`config.mk`:
```
export PLATFORM = sky130hd
export DESIGN_NAME = ilv_pingpong_ctrl
export DESIGN_NICKNAME = d
export VERILOG_FILES = /design/src/rtl/ilv_pingpong_ctrl.sv
export SDC_FILE = /design/constraint.sdc
export NUM_CORES = 1
export LEC_CHECK = 0
export CAP_MARGIN = 20
export CELL_PAD_IN_SITES_DETAIL_PLACEMENT = 0
export CELL_PAD_IN_SITES_GLOBAL_PLACEMENT = 2
export CORE_MARGIN = 10
export CORE_UTILIZATION = 32
export CTS_CLUSTER_DIAMETER = 30
export DETAILED_ROUTE_END_ITERATION = 8
export DONT_BUFFER_PORTS = 1
export HOLD_SLACK_MARGIN = 0.02
export PLACE_DENSITY = 0.73
export SYNTH_ARGS = -nofsm -noshare
export SYNTH_HDL_FRONTEND = slang
export SYNTH_SLANG_ARGS = --single-unit
```
`constraint.sdc`:
```
create_clock -name clk -period 1.7 [get_ports clk]
set_input_delay 0.085 -clock clk [delete_from_list [all_inputs] [get_ports clk]]
set_output_delay 0.085 -clock clk [all_outputs]
set_load 0.005 [all_outputs]
```
`src/rtl/ilv_pingpong_ctrl.sv`:
```
// ============================================================================
// Module   : ilv_pingpong_ctrl
// Brief    : Ping-pong bank sequencer for a ROWS x COLS block (de)interleaver.
//            Define ILV_FRAME_CNT_EN to add the frame_cnt output.
// Revision : 1.0
// ============================================================================
`default_nettype none
`timescale 1ns/1ps

module ilv_pingpong_ctrl #(
    parameter int ROWS  = 4,
    parameter int COLS  = 4,
    parameter int DEPTH = ROWS * COLS,
    parameter int AW    = $clog2(DEPTH)
) (
    input  logic          clk,
    input  logic          rst,
    input  logic          flush,
    input  logic          mode,
    input  logic          in_valid,
    output logic          in_ready,
    output logic          mem_we,
    output logic          mem_wbank,
    output logic [AW-1:0] mem_waddr,
    output logic          mem_re,
    output logic          mem_rbank,
    output logic [AW-1:0] mem_raddr,
    output logic          out_valid,
    input  logic          out_ready,
    output logic          out_sof,
    output logic          out_eof,
    output logic          busy
`ifdef ILV_FRAME_CNT_EN
    ,
    output logic [15:0]   frame_cnt
`endif
);

    localparam logic [AW-1:0] c_LAST = AW'(DEPTH - 1);

    logic [AW-1:0] r_wcnt;
    logic [AW-1:0] r_rcnt;
    logic [AW-1:0] r_raddr;
    logic [AW-1:0] r_minor;
    logic [AW-1:0] r_major;
    logic          r_wbank;
    logic          r_rbank;
    logic [1:0]    r_full;
    logic [1:0]    r_bmode;
    logic          r_out_valid;
    logic          r_out_sof;
    logic          r_out_eof;

    logic          w_wr;
    logic          w_wlast;
    logic          w_rd;
    logic          w_rlast;
    logic          w_rmode;
    logic [AW-1:0] w_inner;
    logic [AW-1:0] w_stride;
    logic [AW-1:0] w_raddr_nxt;
    logic [AW-1:0] w_minor_nxt;
    logic [AW-1:0] w_major_nxt;
    logic [1:0]    w_full_nxt;

    assign in_ready  = ~r_full[r_wbank] & ~flush & ~rst;
    assign w_wr      = in_valid & in_ready;
    assign w_wlast   = w_wr & (r_wcnt == c_LAST);
    assign mem_we    = w_wr;
    assign mem_wbank = r_wbank;
    assign mem_waddr = r_wcnt;

    assign w_rd      = r_full[r_rbank] & (~r_out_valid | out_ready) & ~flush & ~rst;
    assign w_rlast   = w_rd & (r_rcnt == c_LAST);
    assign mem_re    = w_rd;
    assign mem_rbank = r_rbank;
    assign mem_raddr = r_raddr;

    // Transposed walk: step by stride along the inner dimension, then restart at the next major index.
    assign w_rmode  = r_bmode[r_rbank];
    assign w_inner  = w_rmode ? AW'(COLS - 1) : AW'(ROWS - 1);
    assign w_stride = w_rmode ? AW'(ROWS) : AW'(COLS);

    always_comb begin
        w_raddr_nxt = r_raddr + w_stride;
        w_minor_nxt = r_minor + 1'b1;
        w_major_nxt = r_major;
        if (r_minor == w_inner) begin
            w_minor_nxt = '0;
            w_major_nxt = r_major + 1'b1;
            w_raddr_nxt = r_major + 1'b1;
        end
        if (r_rcnt == c_LAST) begin
            w_minor_nxt = '0;
            w_major_nxt = '0;
            w_raddr_nxt = '0;
        end
    end

    // Write completion and read drain always target different banks.
    always_comb begin
        w_full_nxt = r_full;
        if (w_wlast) begin
            w_full_nxt[r_wbank] = 1'b1;
        end
        if (w_rlast) begin
            w_full_nxt[r_rbank] = 1'b0;
        end
    end

    always_ff @(posedge clk) begin
        if (rst || flush) begin
            r_wcnt      <= '0;
            r_rcnt      <= '0;
            r_raddr     <= '0;
            r_minor     <= '0;
            r_major     <= '0;
            r_wbank     <= 1'b0;
            r_rbank     <= 1'b0;
            r_full      <= 2'b00;
            r_bmode     <= 2'b00;
            r_out_valid <= 1'b0;
            r_out_sof   <= 1'b0;
            r_out_eof   <= 1'b0;
        end else begin
            if (w_wr) begin
                if (r_wcnt == '0) begin
                    r_bmode[r_wbank] <= mode;
                end
                r_wcnt <= w_wlast ? '0 : r_wcnt + 1'b1;
                if (w_wlast) begin
                    r_wbank <= ~r_wbank;
                end
            end
            r_full <= w_full_nxt;
            if (w_rd) begin
                r_rcnt    <= w_rlast ? '0 : r_rcnt + 1'b1;
                r_raddr   <= w_raddr_nxt;
                r_minor   <= w_minor_nxt;
                r_major   <= w_major_nxt;
                r_out_sof <= (r_rcnt == '0);
                r_out_eof <= (r_rcnt == c_LAST);
                if (w_rlast) begin
                    r_rbank <= ~r_rbank;
                end
            end
            r_out_valid <= w_rd ? 1'b1 : (out_ready ? 1'b0 : r_out_valid);
        end
    end

    assign out_valid = r_out_valid;
    assign out_sof   = r_out_sof;
    assign out_eof   = r_out_eof;
    assign busy      = r_full[0] | r_full[1] | (r_wcnt != '0) | r_out_valid;

`ifdef ILV_FRAME_CNT_EN
    logic [15:0] r_frame_cnt;

    always_ff @(posedge clk) begin
        if (rst || flush) begin
            r_frame_cnt <= '0;
        end else if (r_out_valid && out_ready && r_out_eof) begin
            r_frame_cnt <= r_frame_cnt + 16'd1;
        end
    end

    assign frame_cnt = r_frame_cnt;
`endif

endmodule

`default_nettype wire
```
# --- After elaboration in Yosys (flattened, before gate mapping) ---
# Index checks and enable logic that the tools add are counted.
classes:
  n_reduce_logical: 10
  add_sub_neg: 5
  n_mux: 20
  magnitude_cmp: 4
  n_eq_ne: 3
  bitwise: 21
ops:
  columns: ["op", "count"]
  rows:
  - ["4-bit two-way mux", 8]
  - ["4-bit by 1-bit adder with 4-bit output (second input constant)", 4]
  - ["1-bit bitwise AND", 8]
  - ["4-bit == test (second input constant)", 2]
  - ["1-bit two-way mux", 8]
  - ["1-bit inverter", 6]
  - ["2-bit AND reduction", 3]
  - ["4-bit by 3-bit adder with 4-bit output (second input constant)", 1]
  - ["4-bit by 2-bit == test with 1-bit output (second input constant)", 1]
  - ["4-bit zero test", 1]
  - ["1-bit by 2-bit less-than comparator with 1-bit output (second input constant)", 2]
  - ["2-bit two-way mux", 2]
  - ["1-bit bitwise OR", 4]
  - ["2-bit nonzero test", 2]
  - ["4-bit nonzero test", 1]
  - ["2-bit bitwise AND", 1]
  - ["1-bit demux with 1-bit select", 2]
  - ["1-bit greater-or-equal comparator (second input constant)", 2]
  - ["1-bit logical AND", 2]
  - ["2-bit inverter", 1]
  - ["2-bit bitwise OR", 1]
  - ["1-bit logical OR", 1]
word_totals:
  in_bits: 6
  regBits: 27
  wordCells: 74
  out_inout_bits: 17

# --- Longest topological paths before layout ---
logic_depth:
  depth_word: 10
  depth_mapped: 6
  ltp_nobuf: 5

# --- Least setup slack after synthesis ---
# No wires, ideal clock.
synth_path:
  path_kind: "register to register"
  start: "register r_major[0]"
  end: "register r_raddr[2], in the netlist mem_raddr[2]"
  setup_slack_ps: 68
  n_path_buf: 0
  arrival_time_ps: 1499
  setup_time_ps: 133
  synth_period_minus_slack_ps: 1632
  required_time_ps: 1567
  stages_incl_launch_ff: 6
  path_cell_list: "dfxtp_1 -> ha_1 -> xor2_1 -> or4b_2 -> a21oi_1 -> a311oi_1"
synth_via:
  elab_chain_len: 3
synth_lines:
  columns: ["item", "line_no", "rtl"]
  rows:
  - ["start, declared", "45", "logic [AW-1:0] r_major;"]
  - ["start signal, assigned", "140", "r_major <= w_major_nxt;"]
  - ["4-bit by 1-bit adder with 4-bit output", "91", "w_raddr_nxt = r_major + 1'b1;"]
  - ["4-bit two-way mux", "88", "if (r_minor == w_inner) begin"]
  - ["4-bit two-way mux", "93", "if (r_rcnt == c_LAST) begin"]
  - ["end signal, assigned", "138", "r_raddr <= w_raddr_nxt;"]
  - ["end, declared", "43", "logic [AW-1:0] r_raddr;"]
# Every way passes these cells.
# A chain may end at the register's enable or synchronous reset.

# --- Final worst setup path ---
layout_path:
  start: "register r_rcnt[0]"
  end: "register r_minor[3]"
layout_via:
  elab_chain_len: 2
layout_lines:
  columns: ["item", "line_no", "rtl"]
  rows:
  - ["start, declared", "42", "logic [AW-1:0] r_rcnt;"]
  - ["start signal, assigned", "137", "r_rcnt <= w_rlast ? '0 : r_rcnt + 1'b1;"]
  - ["4-bit == test", "93", null]
  - ["4-bit two-way mux", "93", null]
  - ["end signal, assigned", "139", "r_minor <= w_minor_nxt;"]
  - ["end, declared", "44", "logic [AW-1:0] r_minor;"]
# Every way passes these cells.

==> flow_summary.toml <==
[sta]
holdWs_ns = 0.115
fin_setup_tns_ns = 0
slew_headroom = 0.659
report.final.slew_viol_count = 0
post-route-period-util = 0.927
max_freq_ghz = 0.634
worst_pin_slew_ns = 0.511
finalHoldViolations = 0
rsz0062_at_grt = "false"
period_needed_ns = 1.58
fin_worst_skew_ns = 0.00286
setup_violations = 0

[finish]
num-fill-cells = 430
stdcell_count = 221
final_area_mm2 = 0.00154
nNetsFinal = 184
antenna_cells = 0
area_growth_pct = 19.2
final_layout_size_suffix_gt1_frac = 0.193

[worst_setup_path]
slowest_stage = "or4b_1"
worst-path-buf-inv = 0
crit_chain = "ha_2 -> and3_4 -> nor3_4 -> or4b_1 -> a21oi_1"
cpPeakStageDelay_ns = 0.45
r2r_slack_ns = 0.12
critPathMaxFanout = 5
worstSetupPathType = "reg -> reg"
cp_top_family = "simple AND/OR/NAND/NOR gates"
cp.arrival_ns = 1.78
cp.required_ns = 1.90
startpoint_type = "flop"
cp-end-kind = "flop"

[clocking]
cts_buffers = 3
cts_setup_buffers = 0
cts_max_level = 1
cts.clk_slew.worst_paths_ns = 0.10
clk_path_buf_depth = 2
cts_hold_buf = 0
cts-root-buf = "clkbuf_8"
tritoncts = "built"
clock_latency_ns = 0.27
clock_sinks = 27

[place]
numPortBuffers = 0
dp_cells = 217
place_area_mm2 = 0.00147
hpwl_mm = 2.45
gp_congestion = 0.761

[synthesis]
ys_ff_latch = 27
netlist_area_mm2 = 0.00129
ys.warnings.count = 0
syn_area_per_cell_um2 = 8.41
synth_seq_area_share = 0.417
yosys_most_used_dff = "dfxtp_1"
syn_nets = 166
synth_edf_count = 0
async_flop_share = 0
postSynthCellCount = 154
ys_types = 40

[global_routing]
grt_max_degree = 26
grt_usage = 0.0951
overflow = 0
grt_pass1_wl_mm = 5.69
antenna_found_initial = 0
first_global_vias = 1104

[route]
drc_errors = 0
post_drt_wl_per_cell_um = 15.1
dr.first_iter.drc_count = 64
drt-total-wl_mm = 3.34
detail-route-antenna-nets = 0
viasPerCell = 5.19
first_pass_iters = 4
via_count = 1146

[min_path]
hp-class = "in -> reg"

[outcome]
outcome = "finished, final reports clean"

[power]
p_leak_nw = 0.535
power_mw = 1.04
peakVddDrop_v = 0.000421
p_per_area_mw_per_mm2 = 674

[die]
design.portCount = 23
start_util = 0.326
coreArea_mm2 = 0.00397
die_h_um = 83.6
die-width_um = 83.6
rows = 23
die_area_mm2 = 0.00699

[job]
drv_cap = 0
## per-stage QoR
stage                     worst slack [ns]  utilization
after floorplan                     0.0679            -
after global placement              0.0253        0.371
after detailed placement           0.00334        0.371
after CTS                          0.00257        0.384
after global routing                0.0219        0.389
final                                0.124        0.389
## cell families (layout without fill, tap and decap cells)
kind of cell	after synthesis	after routing	share of synthesized area
AO/OA/AOI/OAI	39	39	0.179
adder cells (fa/ha/maj)	6	6	0.0580
AND/OR/NAND/NOR	61	61	0.249
flip-flops	27	27	0.417
XOR/XNOR	4	4	0.0271
multiplexers	4	4	0.0319
buffers and inverters	13	30	0.0377
## registers in the layout (all words and copies together), names as in the netlist
| name | count |
|---|---|
| out_eof | 1 |
| mem_waddr | 4 |
| mem_wbank | 1 |
| r_rcnt | 4 |
| mem_rbank | 1 |
| out_sof | 1 |
| r_full | 2 |
| r_minor | 4 |
| out_valid | 1 |
| mem_raddr | 4 |
| r_major | 4 |
## synth_stat cells (2+ instances only)
| library cell | count | share of area |
|---|---|---|
| xnor2_1 | 2 | 0.014 |
| nor2_1 | 12 | 0.035 |
| nand3_1 | 13 | 0.050 |
| nand4b_1 | 2 | 0.014 |
| nand2_1 | 15 | 0.043 |
| inv_1 | 8 | 0.023 |
| and2_1 | 2 | 0.0097 |
| mux2i_1 | 3 | 0.023 |
| dfxtp_1 | 27 | 0.42 |
| xor2_1 | 2 | 0.014 |
| clkbuf_1 | 5 | 0.014 |
| or3_1 | 2 | 0.0097 |
| and3_1 | 2 | 0.0097 |
| or2_2 | 2 | 0.0097 |
| ha_1 | 6 | 0.058 |
| o21ai_0 | 6 | 0.023 |
| a21oi_1 | 22 | 0.085 |
## area by class of cell
| type | count | area [µm²] | share of cell area |
|---|---|---|---|
| multi-input cells | 114 | 731 | 0.473 |
| repair buffers | 18 | 135 | 0.0875 |
| well taps | 50 | 62.6 | 0.0405 |
| inverters | 8 | 30.0 | 0.0194 |
| clock buffers | 4 | 45.0 | 0.0292 |
| flip-flops and latches | 27 | 541 | 0.350 |
## worst reg2reg max path, cell delays in order, from the launching register on
cell     delay (ns)
dfxtp_1        0.35
ha_2           0.22
and3_4         0.21
nor3_4         0.13
or4b_1         0.46
a21oi_1        0.14
## where the power goes
part,total [mW],switching (mW),internal [mW]
sequential,0.634,0.000867,0.633
combinational,0.0326,0.0217,0.0108
clock,0.374,0.206,0.168
total,1.04,0.229,0.812
## placed cells by master (no fill, tap or decap), types with 2 or more instances in the layout
| cell | synthesis | routed |
|---|---|---|
| a21oi_1 | 22 | 21 |
| and2_1 | 2 | 2 |
| buf_4 | 0 | 18 |
| clkbuf_8 | 0 | 3 |
| dfxtp_1 | 27 | 27 |
| ha_1 | 6 | 4 |
| ha_2 | 0 | 2 |
| inv_1 | 8 | 8 |
| mux2i_1 | 3 | 3 |
| nand2_1 | 15 | 14 |
| nand3_1 | 13 | 13 |
| nand4b_1 | 2 | 2 |
| nor2_1 | 12 | 12 |
| o21ai_0 | 6 | 6 |
| or2_2 | 2 | 2 |
| or3_1 | 2 | 2 |
| xnor2_1 | 2 | 2 |
| xor2_1 | 2 | 2 |
## final timing paths
path | from | endpoint | cells after the start
worst min-delay path | in_valid | mem_wbank | 3
worst max-delay path | r_rcnt[0] | r_minor[3] | 5
worst max register to register | r_rcnt[0] | r_minor[3] | 5
worst min register to register | out_sof | out_sof | 2
## repair_timing
item / 4_1_cts / 5_1_grt
endpoints found under the hold margin: 0 / 0
gates resized for setup: 2 / 6
endpoints found under the setup margin: 3 / 6
## metal layers
| metal | track usage | vias to the layer above | wire length (µm) |
|---|---|---|---|
| li1 | - | 584 | - |
| met1 | 0.121 | 534 | 1530 |
| met2 | 0.152 | 26 | 1590 |
| met3 | 0.0322 | 2 | 198 |
| met4 | 0.0183 | 0 | 22 |
| met5 | 0 | - | 0 |
Power figures use the tool's default switching activity.
